===== config.mk =====
export PLATFORM = sky130hd
export DESIGN_NAME = lb_conv_ctrl_flat
export DESIGN_NICKNAME = d
export VERILOG_FILES = /design/src/rtl/cnn_pkg.sv /design/src/rtl/lb_conv_ctrl_if.sv /design/src/rtl/lb_conv_mac.sv /design/src/rtl/lb_conv_ctrl.sv /design/src/flat_wrapper.sv
export SDC_FILE = /design/constraint.sdc
export NUM_CORES = 2
export LEC_CHECK = 0
export CAP_MARGIN = 5
export CORE_MARGIN = 3
export CORE_UTILIZATION = 65
export DETAILED_ROUTE_END_ITERATION = 6
export PLACE_DENSITY = 0.95
export SLEW_MARGIN = 40
export SYNTH_ARGS = -nofsm -noshare
export SYNTH_HDL_FRONTEND = slang
export SYNTH_HIERARCHICAL = 1
export SYNTH_SLANG_ARGS = --single-unit

===== constraint.sdc =====
create_clock -name clk -period 13.3 [get_ports clk]
set_input_delay 1.995 -clock clk [delete_from_list [all_inputs] [get_ports clk]]
set_output_delay 1.995 -clock clk [all_outputs]
set_load 0.01 [all_outputs]

===== src/rtl/cnn_pkg.sv =====
// Shared definitions for the convolution datapath: default widths, result-width
// helper and the line-buffer controller state encoding.
package cnn_pkg;

  localparam int DATA_W_DEF = 8;
  localparam int K_DEF      = 3;

  // Full-precision width of a K*K sum of DATA_W x DATA_W signed products
  function automatic int acc_w(input int data_w, input int k);
    return 2 * data_w + $clog2(k * k);
  endfunction

  typedef enum logic [1:0] {
    S_IDLE = 2'd0,
    S_READ = 2'd1,
    S_CAPT = 2'd2,
    S_OUT  = 2'd3
  } conv_state_e;

endpackage


===== src/rtl/lb_conv_ctrl_if.sv =====
// Line-buffer read port and result stream of the convolution controller.
interface lb_conv_ctrl_if #(
  parameter int DATA_W = 8,
  parameter int K      = 3,
  parameter int AW     = 5
);

  localparam int ACC_W = cnn_pkg::acc_w(DATA_W, K);

  // Read port: data for lb_rd_addr appears on lb_rd_data the cycle after lb_rd_en.
  logic                    lb_rd_en;
  logic [AW-1:0]           lb_rd_addr;
  logic [K*DATA_W-1:0]     lb_rd_data;

  // Result stream: out_valid rises with a new out_data and both hold unchanged
  // until out_ready is high; a transfer happens on every edge where both are 1.
  logic signed [ACC_W-1:0] out_data;
  logic                    out_valid;
  logic                    out_ready;

  modport master (
    output lb_rd_en, lb_rd_addr, out_data, out_valid,
    input  lb_rd_data, out_ready
  );

  modport slave (
    input  lb_rd_en, lb_rd_addr, out_data, out_valid,
    output lb_rd_data, out_ready
  );

endinterface


===== src/rtl/lb_conv_mac.sv =====
// Combinational KxK signed dot product at full precision; shared with the
// pooling path, so it carries no state of its own.
module lb_conv_mac
  import cnn_pkg::*;
#(
  parameter  int DATA_W = DATA_W_DEF,
  parameter  int K      = K_DEF,
  localparam int ACC_W  = acc_w(DATA_W, K)
) (
  input  logic [K*K*DATA_W-1:0] window,
  input  logic [K*K*DATA_W-1:0] weights,
  output logic signed [ACC_W-1:0] sum
);

  localparam int PW = 2 * DATA_W;

  logic signed [PW-1:0] prod [K*K];

  for (genvar i = 0; i < K * K; i++) begin : g_prod
    logic signed [DATA_W-1:0] pix;
    logic signed [DATA_W-1:0] wgt;
    assign pix     = window[i*DATA_W +: DATA_W];
    assign wgt     = weights[i*DATA_W +: DATA_W];
    assign prod[i] = PW'(pix) * PW'(wgt);
  end

  always_comb begin
    sum = '0;
    for (int i = 0; i < K * K; i++) begin
      sum = sum + ACC_W'(prod[i]);
    end
  end

endmodule


===== src/rtl/lb_conv_ctrl.sv =====
// Line-buffer convolution controller: walks K rotating line buffers column by
// column, keeps a KxK window and streams one signed result per window position.
module lb_conv_ctrl
  import cnn_pkg::*;
#(
  parameter  int DATA_W = DATA_W_DEF,
  parameter  int K      = K_DEF,
  parameter  int IMG_W  = 28,
  parameter  int IMG_H  = 28,
  parameter  int AW     = $clog2(IMG_W),
  localparam int ACC_W  = acc_w(DATA_W, K),
  localparam int RW     = (K > 1) ? $clog2(K) : 1
) (
  input  logic                  clk,
  input  logic                  rst,
  input  logic                  row_valid,
  input  logic [K*K*DATA_W-1:0] weights,
  lb_conv_ctrl_if.master        bus,
  output logic [RW-1:0]         rot_idx,
  output logic                  busy,
  output logic                  row_done,
  output logic                  frame_done,
  output logic                  err_overflow,
  output conv_state_e           dbg_state
);

  localparam int ROWS = IMG_H - K + 1;
  localparam int CW   = $clog2(IMG_H + 1);

  localparam logic [AW-1:0] COL_LAST = AW'(IMG_W - 1);
  localparam logic [AW-1:0] COL_FILL = AW'(K - 1);
  localparam logic [CW-1:0] ROW_LAST = CW'(ROWS - 1);
  localparam logic [RW-1:0] ROT_LAST = RW'(K - 1);

  conv_state_e             state;
  logic [AW-1:0]           col;
  logic [CW-1:0]           row_cnt;
  logic                    pending;
  logic                    row_end;
  logic [DATA_W-1:0]       win     [K][K];
  logic [DATA_W-1:0]       win_nxt [K][K];
  logic [K*K*DATA_W-1:0]   win_flat;
  logic signed [ACC_W-1:0] mac_sum;

  function automatic int buf_sel(input logic [RW-1:0] rot, input int r);
    return (int'(rot) + r) % K;
  endfunction

  // Window after this cycle's capture; the MAC sees it so the result can be
  // registered on the same edge that loads the last column.
  always_comb begin
    for (int r = 0; r < K; r++) begin
      for (int c = 0; c < K - 1; c++) begin
        win_nxt[r][c] = win[r][c+1];
      end
      win_nxt[r][K-1] = bus.lb_rd_data[buf_sel(rot_idx, r)*DATA_W +: DATA_W];
    end
  end

  always_comb begin
    win_flat = '0;
    for (int r = 0; r < K; r++) begin
      for (int c = 0; c < K; c++) begin
        win_flat[(r*K+c)*DATA_W +: DATA_W] = win_nxt[r][c];
      end
    end
  end

  lb_conv_mac #(
    .DATA_W(DATA_W),
    .K     (K)
  ) u_mac (
    .window (win_flat),
    .weights(weights),
    .sum    (mac_sum)
  );

  always_ff @(posedge clk or negedge rst) begin
    if (!rst) begin
      for (int r = 0; r < K; r++) begin
        for (int c = 0; c < K; c++) begin
          win[r][c] <= '0;
        end
      end
    end else if (state == S_CAPT) begin
      for (int r = 0; r < K; r++) begin
        for (int c = 0; c < K; c++) begin
          win[r][c] <= win_nxt[r][c];
        end
      end
    end
  end

  assign row_end   = (state == S_OUT) && bus.out_ready && (col == COL_LAST);
  assign busy      = (state != S_IDLE);
  assign dbg_state = state;

  always_ff @(posedge clk or negedge rst) begin
    if (!rst) begin
      state          <= S_IDLE;
      col            <= '0;
      row_cnt        <= '0;
      rot_idx        <= '0;
      pending        <= 1'b0;
      err_overflow   <= 1'b0;
      row_done       <= 1'b0;
      frame_done     <= 1'b0;
      bus.lb_rd_en   <= 1'b0;
      bus.lb_rd_addr <= '0;
      bus.out_data   <= '0;
      bus.out_valid  <= 1'b0;
    end else begin
      row_done   <= 1'b0;
      frame_done <= 1'b0;

      // One request may queue behind the running row; a second one is lost.
      if (row_valid && (state != S_IDLE) && !row_end) begin
        if (pending) err_overflow <= 1'b1;
        else         pending      <= 1'b1;
      end

      case (state)
        S_IDLE: begin
          if (row_valid || pending) begin
            pending        <= 1'b0;
            col            <= '0;
            bus.lb_rd_en   <= 1'b1;
            bus.lb_rd_addr <= '0;
            state          <= S_READ;
          end
        end

        S_READ: begin
          bus.lb_rd_en   <= 1'b0;
          bus.lb_rd_addr <= '0;
          state          <= S_CAPT;
        end

        S_CAPT: begin
          if (col < COL_FILL) begin
            col            <= col + 1'b1;
            bus.lb_rd_en   <= 1'b1;
            bus.lb_rd_addr <= col + 1'b1;
            state          <= S_READ;
          end else begin
            bus.out_data  <= mac_sum;
            bus.out_valid <= 1'b1;
            state         <= S_OUT;
          end
        end

        S_OUT: begin
          if (bus.out_ready) begin
            bus.out_valid <= 1'b0;
            if (col == COL_LAST) begin
              row_done <= 1'b1;
              if (row_cnt == ROW_LAST) begin
                frame_done <= 1'b1;
                row_cnt    <= '0;
                rot_idx    <= '0;
              end else begin
                row_cnt <= row_cnt + 1'b1;
                rot_idx <= (rot_idx == ROT_LAST) ? '0 : rot_idx + 1'b1;
              end
              // A queued or same-cycle request starts the next row without an IDLE gap
              if (pending || row_valid) begin
                pending        <= pending && row_valid;
                col            <= '0;
                bus.lb_rd_en   <= 1'b1;
                bus.lb_rd_addr <= '0;
                state          <= S_READ;
              end else begin
                state <= S_IDLE;
              end
            end else begin
              col            <= col + 1'b1;
              bus.lb_rd_en   <= 1'b1;
              bus.lb_rd_addr <= col + 1'b1;
              state          <= S_READ;
            end
          end
        end

        default: state <= S_IDLE;
      endcase
    end
  end

endmodule


===== src/flat_wrapper.sv =====
// flat-port wrapper written by rule: the top's interface ports become plain ports
module lb_conv_ctrl_flat import cnn_pkg::*;
#(
  parameter  int DATA_W = DATA_W_DEF,
  parameter  int K      = K_DEF,
  parameter  int IMG_W  = 28,
  parameter  int IMG_H  = 28,
  parameter  int AW     = $clog2(IMG_W),
  localparam int ACC_W  = acc_w(DATA_W, K),
  localparam int RW     = (K > 1) ? $clog2(K) : 1
)
  (clk, rst, row_valid, weights, rot_idx, busy, row_done, frame_done, err_overflow, dbg_state, bus_lb_rd_en, bus_lb_rd_addr, bus_out_data, bus_out_valid, bus_lb_rd_data, bus_out_ready);
  lb_conv_ctrl_if #(.DATA_W(DATA_W), .K(K), .AW(AW)) bus_i ();
  input  logic clk;
  input  logic rst;
  input  logic row_valid;
  input  logic [K*K*DATA_W-1:0] weights;
  output logic [RW-1:0] rot_idx;
  output logic busy;
  output logic row_done;
  output logic frame_done;
  output logic err_overflow;
  output conv_state_e dbg_state;
  output wire logic [$bits(bus_i.lb_rd_en)-1:0] bus_lb_rd_en;
  output wire logic [$bits(bus_i.lb_rd_addr)-1:0] bus_lb_rd_addr;
  output wire logic [$bits(bus_i.out_data)-1:0] bus_out_data;
  output wire logic [$bits(bus_i.out_valid)-1:0] bus_out_valid;
  input wire logic [$bits(bus_i.lb_rd_data)-1:0] bus_lb_rd_data;
  input wire logic [$bits(bus_i.out_ready)-1:0] bus_out_ready;
  assign bus_lb_rd_en = bus_i.lb_rd_en;
  assign bus_lb_rd_addr = bus_i.lb_rd_addr;
  assign bus_out_data = bus_i.out_data;
  assign bus_out_valid = bus_i.out_valid;
  assign bus_i.lb_rd_data = bus_lb_rd_data;
  assign bus_i.out_ready = bus_out_ready;
  lb_conv_ctrl #(.DATA_W(DATA_W), .K(K), .IMG_W(IMG_W), .IMG_H(IMG_H), .AW(AW)) u_core (.clk(clk), .rst(rst), .row_valid(row_valid), .weights(weights), .bus(bus_i), .rot_idx(rot_idx), .busy(busy), .row_done(row_done), .frame_done(frame_done), .err_overflow(err_overflow), .dbg_state(dbg_state));
endmodule

==> results.sh <==
export IMPL_status="finished clean"
export IMPL_synth_enable_flop_cells=0
export IMPL_synth_top_area_cell="fa_1"
export IMPL_netlist_area_sq_um=29830
export IMPL_crit_path_max_fanout=8
export IMPL_cts_buffer_depth=2
export IMPL_antenna_found_initial=5
export IMPL_grt_ovfl_total=0
export IMPL_dieArea_sq_um=48500
export IMPL_synthAdderAreaFrac=0.6157
export IMPL_syn_nets=4002
export IMPL_synthMuxAreaShare=0.03280
export IMPL_first_iter_violations=2019
export IMPL_setup_tns_final_ns=0
export IMPL_gp_congestion=0.9743
export IMPL_fin_nets=4140
export IMPL_die_h_um=220.2
export IMPL_track_usage=0.3608
export IMPL_worstReg2RegStart="u_core/rot_idx[1]"
export IMPL_vias=21480
export IMPL_clockRootBuffer="clkbuf_16"
export IMPL_grt_pass1_vias=24480
export IMPL_cts_setup_buffers=0
export IMPL_grt_max_degree=62
export IMPL_ant_nets=0
export IMPL_wire_per_inst_um=22.35
export IMPL_synth_compound_area_frac=0.02525
export IMPL_die_w_um=220.2
export IMPL_initial_utilization=0.6659
export IMPL_io_pins=135
export IMPL_arrival_ns=11.79
export IMPL_maxSlewViolCount=0
export IMPL_critPathSlowestCell="fa_1"
export IMPL_synthFlopType="dfrtp_1"
export IMPL_grt_setup_unrepaired="no"
export IMPL_critPathBufInv=7
export IMPL_regArea_sq_um=2327
export IMPL_tightest_slew_ns=0.8923
export IMPL_synthToLayoutAreaGrowth_pct=8.125
export IMPL_synthSimpleGateAreaFrac=0.1243
export IMPL_max_cap_violations=0
export IMPL_syn_area_per_cell_sq_um=10.26
export IMPL_cpLargestDelayFamily="adder cells"
export IMPL_finClkSkew_ns=0.01427
export IMPL_holdBufCountCts=0
export IMPL_hold_path_class="reg2reg"
export IMPL_drive_gt1_frac=0.04031
export IMPL_place_hpwl_um=69580
export IMPL_vias_per_cell=5.894
export IMPL_fin_util=0.7200
export IMPL_core_sq_um=44800
export IMPL_yosys_register_bits=93
export IMPL_clock_latency_ns=0.38
export IMPL_startpoint_type="primary input"
export IMPL_clock_sinks=93
export IMPL_num_rows=77
export IMPL_dr_pass1_iters=6
export IMPL_fin_crit_sh=0.8665
export IMPL_synth_xor_area_frac=0.009689
export IMPL_fmax_mhz=86.77
export IMPL_ys_top_cells_by_area="fa_1, inv_1, ha_1"
export IMPL_setup_viol=0
export IMPL_slowest_delay_ns=0.64
export IMPL_cts_buffers=9
export IMPL_syn_inst=2908
export IMPL_fillers=2793
export IMPL_crit_required_ns=13.57
export IMPL_multi_input_area_sq_um=24120
export IMPL_reg2reg_slack_ns=2.11
export IMPL_synth_top_family_by_area="adder cells"
export IMPL_yosysWarnings=6
export IMPL_critPathLaunch="bus_lb_rd_data[7]"
export IMPL_cts_tree="done"
export IMPL_h_tree_depth=3
export IMPL_synth_seq_area_share=0.07802
export IMPL_post_cts_resized=0
export IMPL_min_period_ns=11.52
export IMPL_cp_end_kind="flop"
export IMPL_post_synth_top_area_fraction=0.5302
export IMPL_io_buffers=134
export IMPL_min_from="u_core/err_overflow"
export IMPL_cts_clk_slew_worst_paths_ns=0.09
export IMPL_synth_cell_type_count=59
export IMPL_wl_um=81480
export IMPL_grt_pass1_wl_um=132100
export IMPL_cpMostUsedCell="fa_1"
export IMPL_hold_ws_ns=0.4571
export IMPL_maxSlewHeadroom=0.4011
export IMPL_async_reset_ff_frac=1.000
export IMPL_drcViolationCount=0
export IMPL_critPathKind="in2reg"
export IMPL_hold_viol_final=0
## metal layers
| layer | vias to the layer above | routed length, um | global-route usage |
|---|---|---|---|
| met5 | - | 24 | 0 |
| met4 | 4 | 5219 | 0.1794 |
| li1 | 8649 | - | - |
| met3 | 432 | 8763 | 0.09530 |
| met2 | 1351 | 40030 | 0.5951 |
| met1 | 11050 | 27440 | 0.4452 |
## worst reg2reg max path: cells and delay by family, from the launching register on
kind	cells	cell delay [ns]
AOI/OAI and AO/OA	4	1.05
adders and majority gates	12	5.95
buffers and inverters	8	0.91
DFF	1	0.48
muxes	1	0.30
and+or+nand+nor	5	2.38
## kinds of logic after synthesis
| logic type | Yosys count |
|---|---|
| compound gates | 110 |
| buf+inv | 904 |
| simple gates | 686 |
| fa+ha+maj | 994 |
| mux | 88 |
| flops | 93 |
| xor+xnor | 33 |
## synthesized netlist by cell type, drive strengths merged, types with 5 or more instances
library cell / number
a211oi: 11
a21oi: 19
a22oi: 16
and2: 341
buf: 6
clkbuf: 14
dfrtp: 93
fa: 790
ha: 204
inv: 884
mux2: 78
mux2i: 10
nand2: 192
nand2b: 28
nand3: 12
nor2: 51
nor2b: 37
nor3: 5
o21ai: 27
o22ai: 5
xnor2: 26
xor2: 7
## area by class of cell
| type | count | share of cell area |
|---|---|---|
| Antenna cell | 2 | 0.0001552 |
| Clock buffer | 9 | 0.006983 |
| Clock inverter | 7 | 0.002250 |
| Inverter | 884 | 0.1029 |
| Multi-Input combinational cell | 1911 | 0.7477 |
| Sequential cell | 93 | 0.07215 |
| Tap cell | 592 | 0.02297 |
| Timing Repair Buffer | 147 | 0.04492 |
## worst paths after layout
path / to / depth (start not counted)
max in group asynchronous: u_core/bus.out_data[12] / 2
max: u_core/bus.out_data[18] / 28
min reg2reg: u_core/err_overflow / 1
min: u_core/err_overflow / 1
max reg2reg: u_core/bus.out_data[18] / 30
min in group asynchronous: u_core/win[37] / 1
## registers in the layout, summed over array words and instances (netlist names)
name / count
u_core/win: 48
u_core/rot_idx: 2
u_core/frame_done: 1
u_core/bus.out_data: 20
u_core/bus.lb_rd_en: 1
u_core/row_cnt: 5
u_core/pending: 1
u_core/dbg_state: 2
u_core/err_overflow: 1
u_core/bus.out_valid: 1
u_core/col: 5
u_core/row_done: 1
u_core/bus.lb_rd_addr: 5
## per-stage QoR
| step | area [sq um] | worst slack [ns] | std cells |
|---|---|---|---|
| 2_1_floorplan | 29830 | 3.134 | 2908 |
| 3_3_place_gp | 31910 | 1.788 | 3626 |
| 3_5_place_dp | 31930 | 1.641 | 3626 |
| 4_1_cts | 32230 | 1.975 | 3642 |
| 5_1_grt | 32250 | 1.512 | 3643 |
| 6_report | 32250 | 1.775 | 3645 |
## cell usage in the layout (no fill, tap or decap), drive strengths merged, types with 7 or more instances in the layout
master         count
mux2i             10
xnor2             26
nand2b            28
inv              888
a22oi             16
clkdlybuf4s50    133
nand3             12
dfrtp             93
mux2              78
nand2            192
clkbuf             9
a21oi             19
and2             341
nor2b             37
o21ai             27
a211oi            11
xor2               7
nor2              51
fa               790
ha               204
buf               14
Power is not shown: default switching activity piles up to over one toggle a cycle in this logic, so the estimate is an artifact.
